$ cat src/rtl/serial_shift_tx.sv
// serial_shift_tx: parallel-in/serial-out transmitter, MSB first, with a framing strobe.
// Latency: first bit appears the cycle after the handshake; each bit is held BIT_CYCLES cycles.
// Backpressure: in_ready is high only in IDLE; words offered while busy are ignored.
// Optional macro TX_PARITY_EN appends an even-parity bit after bit 0.
module serial_shift_tx #(
   parameter int WIDTH      = 8,
   parameter int BIT_CYCLES = 1
) (
   input  logic             clock,
   input  logic             reset,
   input  logic [WIDTH-1:0] in_data,
   input  logic             in_valid,
   output logic             in_ready,
   output logic             ser_data,
   output logic             ser_frame,
   output logic             busy,
   output logic             tx_done
);

   localparam int BW = $clog2(WIDTH);
   localparam int CW = $clog2(BIT_CYCLES) + 1;

   localparam logic [BW-1:0] BIT_LAST = BW'(WIDTH - 1);
   localparam logic [CW-1:0] CYC_LAST = CW'(BIT_CYCLES - 1);

   localparam logic [1:0] ST_IDLE   = 2'd0;
   localparam logic [1:0] ST_SHIFT  = 2'd1;
`ifdef TX_PARITY_EN
   localparam logic [1:0] ST_PARITY = 2'd2;
`endif

   logic [1:0]       state;
   logic [BW-1:0]    bit_idx;
   logic [CW-1:0]    cyc_cnt;
   // Holds the bits still to be sent; the bit on the line is not kept here.
   logic [WIDTH-2:0] shreg;
`ifdef TX_PARITY_EN
   logic             par_bit;
`endif

   assign in_ready = (state == ST_IDLE);
   assign busy     = (state != ST_IDLE);

   // Frame sequencing: latch on handshake, hold each bit BIT_CYCLES cycles, then finish.
   always_ff @(posedge clock) begin
      if (reset) begin
         state     <= ST_IDLE;
         bit_idx   <= '0;
         cyc_cnt   <= '0;
         shreg     <= '0;
         ser_data  <= 1'b0;
         ser_frame <= 1'b0;
         tx_done   <= 1'b0;
`ifdef TX_PARITY_EN
         par_bit   <= 1'b0;
`endif
      end else begin
         tx_done <= 1'b0;
         case (state)
            ST_IDLE: begin
               if (in_valid) begin
                  state     <= ST_SHIFT;
                  bit_idx   <= '0;
                  cyc_cnt   <= '0;
                  shreg     <= in_data[WIDTH-2:0];
                  ser_data  <= in_data[WIDTH-1];
                  ser_frame <= 1'b1;
`ifdef TX_PARITY_EN
                  par_bit   <= ^in_data;
`endif
               end
            end

            ST_SHIFT: begin
               if (cyc_cnt == CYC_LAST) begin
                  cyc_cnt <= '0;
                  if (bit_idx == BIT_LAST) begin
`ifdef TX_PARITY_EN
                     state     <= ST_PARITY;
                     ser_data  <= par_bit;
`else
                     state     <= ST_IDLE;
                     ser_data  <= 1'b0;
                     ser_frame <= 1'b0;
                     tx_done   <= 1'b1;
`endif
                  end else begin
                     bit_idx  <= bit_idx + 1'b1;
                     ser_data <= shreg[WIDTH-2];
                     shreg    <= shreg << 1;
                  end
               end else begin
                  cyc_cnt <= cyc_cnt + 1'b1;
               end
            end

`ifdef TX_PARITY_EN
            ST_PARITY: begin
               if (cyc_cnt == CYC_LAST) begin
                  cyc_cnt   <= '0;
                  state     <= ST_IDLE;
                  ser_data  <= 1'b0;
                  ser_frame <= 1'b0;
                  tx_done   <= 1'b1;
               end else begin
                  cyc_cnt <= cyc_cnt + 1'b1;
               end
            end
`endif

            default: begin
               // Unreachable encodings recover quietly to IDLE without a done pulse.
               state     <= ST_IDLE;
               cyc_cnt   <= '0;
               bit_idx   <= '0;
               ser_data  <= 1'b0;
               ser_frame <= 1'b0;
            end
         endcase
      end
   end

endmodule
$ cat config.mk
export PLATFORM = sky130hd
export DESIGN_NAME = serial_shift_tx
export DESIGN_NICKNAME = d
export VERILOG_FILES = /design/src/rtl/serial_shift_tx.sv
export SDC_FILE = /design/constraint.sdc
export NUM_CORES = 1
export LEC_CHECK = 0
export BUFFER_PORTS_ARGS = -buffer_cell sky130_fd_sc_hd__buf_2
export CAP_MARGIN = 10
export CORE_UTILIZATION = 49
export CTS_CLUSTER_SIZE = 8
export DETAILED_ROUTE_END_ITERATION = 8
export PLACE_DENSITY = 0.78
export SLEW_MARGIN = 20
export SYNTH_ARGS = -nofsm -noshare
export SYNTH_HDL_FRONTEND = slang
export SYNTH_SLANG_ARGS = --single-unit
export TNS_END_PERCENT = 50
$ cat constraint.sdc
create_clock -name clock -period 1.6 [get_ports clock]
set_clock_uncertainty 0.15 [all_clocks]
set_input_delay 0.32 -clock clock [delete_from_list [all_inputs] [get_ports clock]]
set_output_delay 0.32 -clock clock [all_outputs]
set_load 0.1 [all_outputs]
==> results of run 1 <==
[cells by family (layout without fill, tap and decap cells)]
kind of cell,Yosys count,after routing,share of synthesized area (%)
AOI/OAI and AO/OA,19,19,17.81
adders and majority gates,3,3,5.871
buffers and inverters,6,20,8.024
DFF,13,13,40.70
muxes,9,9,14.48
and+or+nand+nor,17,17,13.11
[how the worst max path moves through the flow]
stage | from | endpoint | slack, ns | cells after the start
final | ser_frame$_SDFFE_PP0P_ | in_ready | 0.06 | 2
after global routing | bit_idx[1]$_SDFFE_PP0P_ | bit_idx[1]$_SDFFE_PP0P_ | 0.003 | 5
after CTS | bit_idx[0]$_SDFFE_PP0P_ | bit_idx[1]$_SDFFE_PP0P_ | 0.02 | 5
after detailed placement | bit_idx[0]$_SDFFE_PP0P_ | shreg[1]$_SDFFE_PP0P_ | -0.01 | 5
after global placement | bit_idx[0]$_SDFFE_PP0P_ | shreg[2]$_SDFFE_PP0P_ | 0.03 | 5
after floorplan | ser_data$_SDFFE_PP0P_ | ser_data$_SDFFE_PP0P_ | 0.04 | 3
[routing by layer]
metal  wire length [microns]  up-vias
li1                        -      267
met1                     559      234
met2                     502       13
met3                      61        3
met4                      14        0
met5                       0        -
[Yosys cell counts]
library cell   n  area [sq um]
or2_1          1         6.260
or3_1          1         6.260
nand2_1        5         18.77
dfxtp_1       13         260.3
buf_6          3         33.78
ha_1           3         37.54
buf_4          1         7.510
o22a_1         1         8.760
nor3b_1        1         7.510
a21oi_1       10         50.05
mux2_2         2         22.52
a211oi_1       6         45.04
clkbuf_1       1         3.750
inv_4          1         6.260
and2_2         1         7.510
nor2_1         5         18.77
nor2_2         1         6.260
mux2i_1        7         70.07
o21ai_0        2         10.01
nand3_1        1         5.000
nand3b_1       1         7.510
[state kept, by name, indices dropped and copies added (netlist names)]
signal	count
shreg	7
ser_frame	1
ser_data	1
bit_idx	3
tx_done	1
[cell usage in the layout, fill, tap and decap left out, drive strengths merged]
master / instances
or3: 1
nand2: 5
mux2i: 7
ha: 3
and2: 1
o21ai: 2
o22a: 1
a21oi: 10
nor3b: 1
nor2: 6
dfxtp: 13
clkbuf: 4
inv: 1
or2: 1
buf: 15
mux2: 2
nand3b: 1
a211oi: 6
nand3: 1
[per-stage QoR]
step                instances  setup TNS (ns)  instance area [sq um]  total power [W]
floorplan                  67               0                  643.1        0.0004882
global placement           91               0                  735.7        0.0005238
detailed placement         91        -0.01584                  735.7        0.0005261
CTS                        95               0                  767.0        0.0007329
global route               95               0                  779.5        0.0007665
finish                     95               0                  779.5        0.0007246
[timing repair]
action,in CTS,in global routing
hold buffers,0,0
setup buffers,0,0
resized for setup,1,2
gates cloned,0,0
setup endpoints to repair,6,5
[cell type report]
cell class                 instances  area share (%)
inverter                           1          0.8026
tap                               14           2.247
sequential                        13           33.87
clock buffer                       4           3.371
multi-input combinational         48           44.30
timing repair buffer              15           15.41
[power by group through the flow]
stage	combinational, W	sequential [W]	clock [W]
after floorplan	0.000102	0.000386	0
after global placement	0.000150	0.000374	0
after detailed placement	0.000151	0.000375	0
after CTS	0.000153	0.000367	0.000213
after global routing	0.000162	0.000371	0.000233
final	0.000152	0.000368	0.000205
[worst register-to-register path, stage by stage (launching register included)]
cell     delay (ns)
dfxtp_1        0.35
ha_1           0.22
ha_4           0.18
mux2_2         0.33
a21oi_1        0.14
nor2_1         0.05
==> results_dict.tcl, run 1 <==
set metrics [dict create \
    status "finished clean" \
    clk_pin_slew_worst_paths_ns 0.08 \
    antenna_found_initial 0 \
    max_stage_delay_ns 0.53 \
    critPathCaptureType "primary output" \
    cts_tree "built" \
    multi_input_area_sq_um 345.3 \
    rsz0062_at_grt "no" \
    ys_ff_latch 13 \
    hold_viol 0 \
    final_antenna_net_count 0 \
    syn_inst 67 \
    leakage_nw 0.3338 \
    slew_headroom_pct 67.82 \
    detail_route.wl_per_cell_microns 11.97 \
    path_class "reg2out" \
    numClockSinks 13 \
    startpoint_type "flip-flop" \
    power_switching_w 0.0002214 \
    yosysUniqueCellTypes 21 \
    syn_nets 81 \
    rows 12 \
    grt_use_met1_pct 24.36 \
    clock-root-buffer "clkbuf_4" \
    viasPerCell 5.442 \
    finalWorstSetupSlack_ns 0.06126 \
    globalRoute.busiestLayer "met2" \
    p_per_area_nw_per_um2 929.6 \
    start_util_pct 55.30 \
    grt_max_degree 21 \
    worstPathArrival_ns 1.07 \
    setup_viol 0 \
    cts_made_buffers 3 \
    clockPowerShare_pct 28.3 \
    post-route-period-util_pct 96.17 \
    hold_class "in2reg" \
    ys_warn_count 0 \
    syn_area_per_cell_sq_um 9.543 \
    io_pins 16 \
    fin_util_pct 67.42 \
    io_buffer_count 15 \
    cp_slowest_cell "dfxtp_4" \
    max_freq_mhz 649.9 \
    dp_hpwl_microns 787.3 \
    worstPathMaxFanout 20 \
    final_net_count 96 \
    regArea_sq_um 264.0 \
    grt_pass1_vias 417 \
    ys_seq_area_share_pct 40.70 \
    grt_usage_pct 18.28 \
    drive_above_1_share_pct 30.86 \
    clk_path_buf_depth 2 \
    grt_pass1_wl_microns 1807 \
    dieArea_sq_um 1453 \
    drc_errors 0 \
    globalRouteOverflowTotal 0 \
    path_buf_inv 2 \
    p_comb_share_pct 21.0 \
    fp.dieH_microns 38.12 \
    rr_worst_depth 5 \
    p_int_w 0.0005032 \
    insertion_delay_ns 0.28 \
    drtIter0Drc 3 \
    whs_ns 0.2092 \
    final-max-slew-violation-count 0 \
    min_to "ser_frame$_SDFFE_PP0P_" \
    cap_violations 0 \
    met2_usage_pct 25.85 \
    cpLargestDelayFamily "flip-flops" \
    place_ws_ns -0.01365 \
    worstHoldStart "reset" \
    vias 517 \
    cts_max_level 1 \
    worstPathRequired_ns 1.13 \
    min_path_cells 2 \
    die_x_microns 38.12 \
    crit_chain "inv_4 > buf_12" \
    fp.coreArea_sq_um 1156 \
    globalplace.congestion 0.7903 \
    worst_pin_slew_ns 0.4861 \
    ir_worst_vdd_mv 0.4829 \
    worst_r2r_startpoint "bit_idx[0]$_SDFFE_PP0P_" \
    drt_pass1_iterations 3 \
    p_sw_share_pct 30.56 \
    fillers 100 \
    min_period_ns 1.539 \
    r2r-end "bit_idx[1]$_SDFFE_PP0P_" \
    antennaDiodeCount 0 \
    rrSetupSlack_ns 0.08 \
    wl_microns 1137 \
    syn_area_sq_um 639.4 \
    p_seq_share_pct 50.7 \
    area_delta_synth_final_pct 21.92 \
    met3_usage_pct 8.721 \
]
Note: power is estimated with default switching activity, not from simulation.
==> inputs of run 2 (changes only) <==
==> constraint.sdc (replaced) <==
create_clock -name clock -period 1.45 [get_ports clock]
set_clock_uncertainty 0.15 [all_clocks]
set_input_delay 0.29 -clock clock [delete_from_list [all_inputs] [get_ports clock]]
set_output_delay 0.29 -clock clock [all_outputs]
set_load 0.1 [all_outputs]
==> run 2 against run 1 <==
Compared with the run above:
- register-to-register slack lost 0.06 ns
- setup slack lost 0.046 ns
- combinational power increased by 34%
- wire length increased by 19%
- cell count increased by 11%
- die area is the same
- largest power group unchanged
- via count up 7.9%
- critical path depth is 3 higher
==> results_dict.tcl, run 2 (synthesized netlist as in run 1, its figures left out) <==
set metrics [dict create \
    status "finished clean" \
    grt_use_met1_pct 24.36 \
    regArea_sq_um 267.8 \
    leakage_nw 0.3914 \
    start_util_pct 55.30 \
    setup_viol 0 \
    viasPerCell 5.314 \
    io_pins 16 \
    final_net_count 106 \
    path_class "reg2reg" \
    clock-root-buffer "clkbuf_4" \
    worstPathArrival_ns 1.46 \
    worst_r2r_startpoint "bit_idx[1]$_SDFFE_PP0P_" \
    area_delta_synth_final_pct 41.49 \
    cts_made_buffers 3 \
    fp.coreArea_sq_um 1156 \
    antennaDiodeCount 0 \
    grt_pass1_vias 534 \
    final_antenna_net_count 0 \
    largest_register_ffs 7 \
    hold_viol 0 \
    dp_hpwl_microns 912.1 \
    grt_pass1_wl_microns 2159 \
    fin_util_pct 78.25 \
    cts_hold_buf 0 \
    finalWorstSetupSlack_ns 0.01513 \
    grt_usage_pct 22.33 \
    drtIter0Drc 6 \
    startpoint_type "flip-flop" \
    worst_pin_slew_ns 0.2966 \
    p_per_area_nw_per_um2 931.6 \
    die_x_microns 38.12 \
    reg_top3 "shreg (7), bit_idx (3)" \
    mostFrequentLayoutCells "10 x buf_2, 10 x buf_4, 9 x a21oi_1, 9 x dfxtp_1, 7 x mux2i_1" \
    min_period_ns 1.435 \
    met3_usage_pct 10.47 \
    clk_pin_slew_worst_paths_ns 0.09 \
    cap_violations 0 \
    globalRoute.busiestLayer "met2" \
    rrSetupSlack_ns 0.02 \
    met2_usage_pct 36.44 \
    numClockSinks 13 \
    globalplace.congestion 0.7536 \
    multi_input_area_sq_um 361.6 \
    wl_microns 1352 \
    place_ws_ns -0.1052 \
    drive_above_1_share_pct 43.96 \
    slew_headroom_pct 80.16 \
    critPathCaptureType "flip-flop" \
    worstSetupStartpoint "bit_idx[1]$_SDFFE_PP0P_" \
    drc_errors 0 \
    final-max-slew-violation-count 0 \
    cts_max_level 1 \
    io_buffer_count 15 \
    rsz0062_at_grt "yes" \
    rows 12 \
    cts_tree "built" \
    grt_max_degree 16 \
    dieArea_sq_um 1453 \
    fillers 88 \
    detail_route.wl_per_cell_microns 12.88 \
    insertion_delay_ns 0.29 \
    drt_pass1_iterations 4 \
    ir_worst_vdd_mv 0.6480 \
    top_register "shreg" \
    globalRouteOverflowTotal 0 \
    clk_path_buf_depth 2 \
    fp.dieH_microns 38.12 \
    max_freq_mhz 696.9 \
    vias 558 \
    hold_class "in2reg" \
    antenna_found_initial 0 \
    worstPathMaxFanout 5 \
    worstHoldStart "reset" \
    post-route-period-util_pct 98.96 \
    worstPathRequired_ns 1.47 \
]
run 2: changes by cell type in the layout (fill, tap and decap cells not counted), moves of 2 or more:
| cell | before | now |
|---|---|---|
| dfxtp_1 | 12 | 9 |
| buf_4 | 0 | 10 |
| buf_12 | 3 | 5 |
| buf_2 | 12 | 10 |
| dfxtp_2 | 0 | 3 |
run 2: repair_timing:
item	4_1_cts	5_1_grt
gates resized for setup	6	2
setup buffers	1	4
pin swaps	1	0
setup endpoints to repair	10	8
run 2: area by class of cell:
type	instances	share of cell area, %
Multi-Input combinational cell	48	39.97
Sequential cell	13	29.60
Timing Repair Buffer	25	24.90
Clock buffer	4	2.905
Tap cell	14	1.936
Inverter	1	0.6916
run 2: path summary, 6_finish.rpt:
| path | end | cells past startpoint |
|---|---|---|
| max | bit_idx[1]$_SDFFE_PP0P_ | 5 |
| min | tx_done$_SDFF_PP0_ | 2 |
| min reg2reg | shreg[0]$_SDFFE_PP0P_ | 2 |
| max reg2reg | bit_idx[1]$_SDFFE_PP0P_ | 5 |
run 2: where the power goes:
part | internal, W | switching (W)
sequential | 0.000381 | 0.0000217
combinational | 0.0000908 | 0.000113
clock | 0.000107 | 0.000129
run 2: per-layer routing:
layer | vias up | part of all wire, %
met5 | - | 0
met2 | 13 | 49
li1 | 287 | -
met1 | 255 | 45
met4 | 0 | 1.1
met3 | 3 | 4.5
run 2: per-stage QoR:
step	cell area [sq um]	hold WS, ns	std cells	setup TNS (ns)	total power [W]
finish	904.6	0.1653	105	0	0.0008427
detailed placement	809.5	0.3457	96	-0.5909	0.0005978
CTS	870.8	0.1620	101	-0.01032	0.0008335
global placement	809.5	0.3351	96	-0.2522	0.0005937
floorplan	649.4	0.2128	67	-0.1177	0.0005408
global route	904.6	0.1820	105	-0.08941	0.0008743
run 2: worst max-delay path, cell delays in order, from the launching register on:
cell and delay [ns]:
dfxtp_2 0.36, ha_4 0.15, ha_4 0.15, mux2_2 0.35
a21oi_2 0.13, nor2_1 0.04
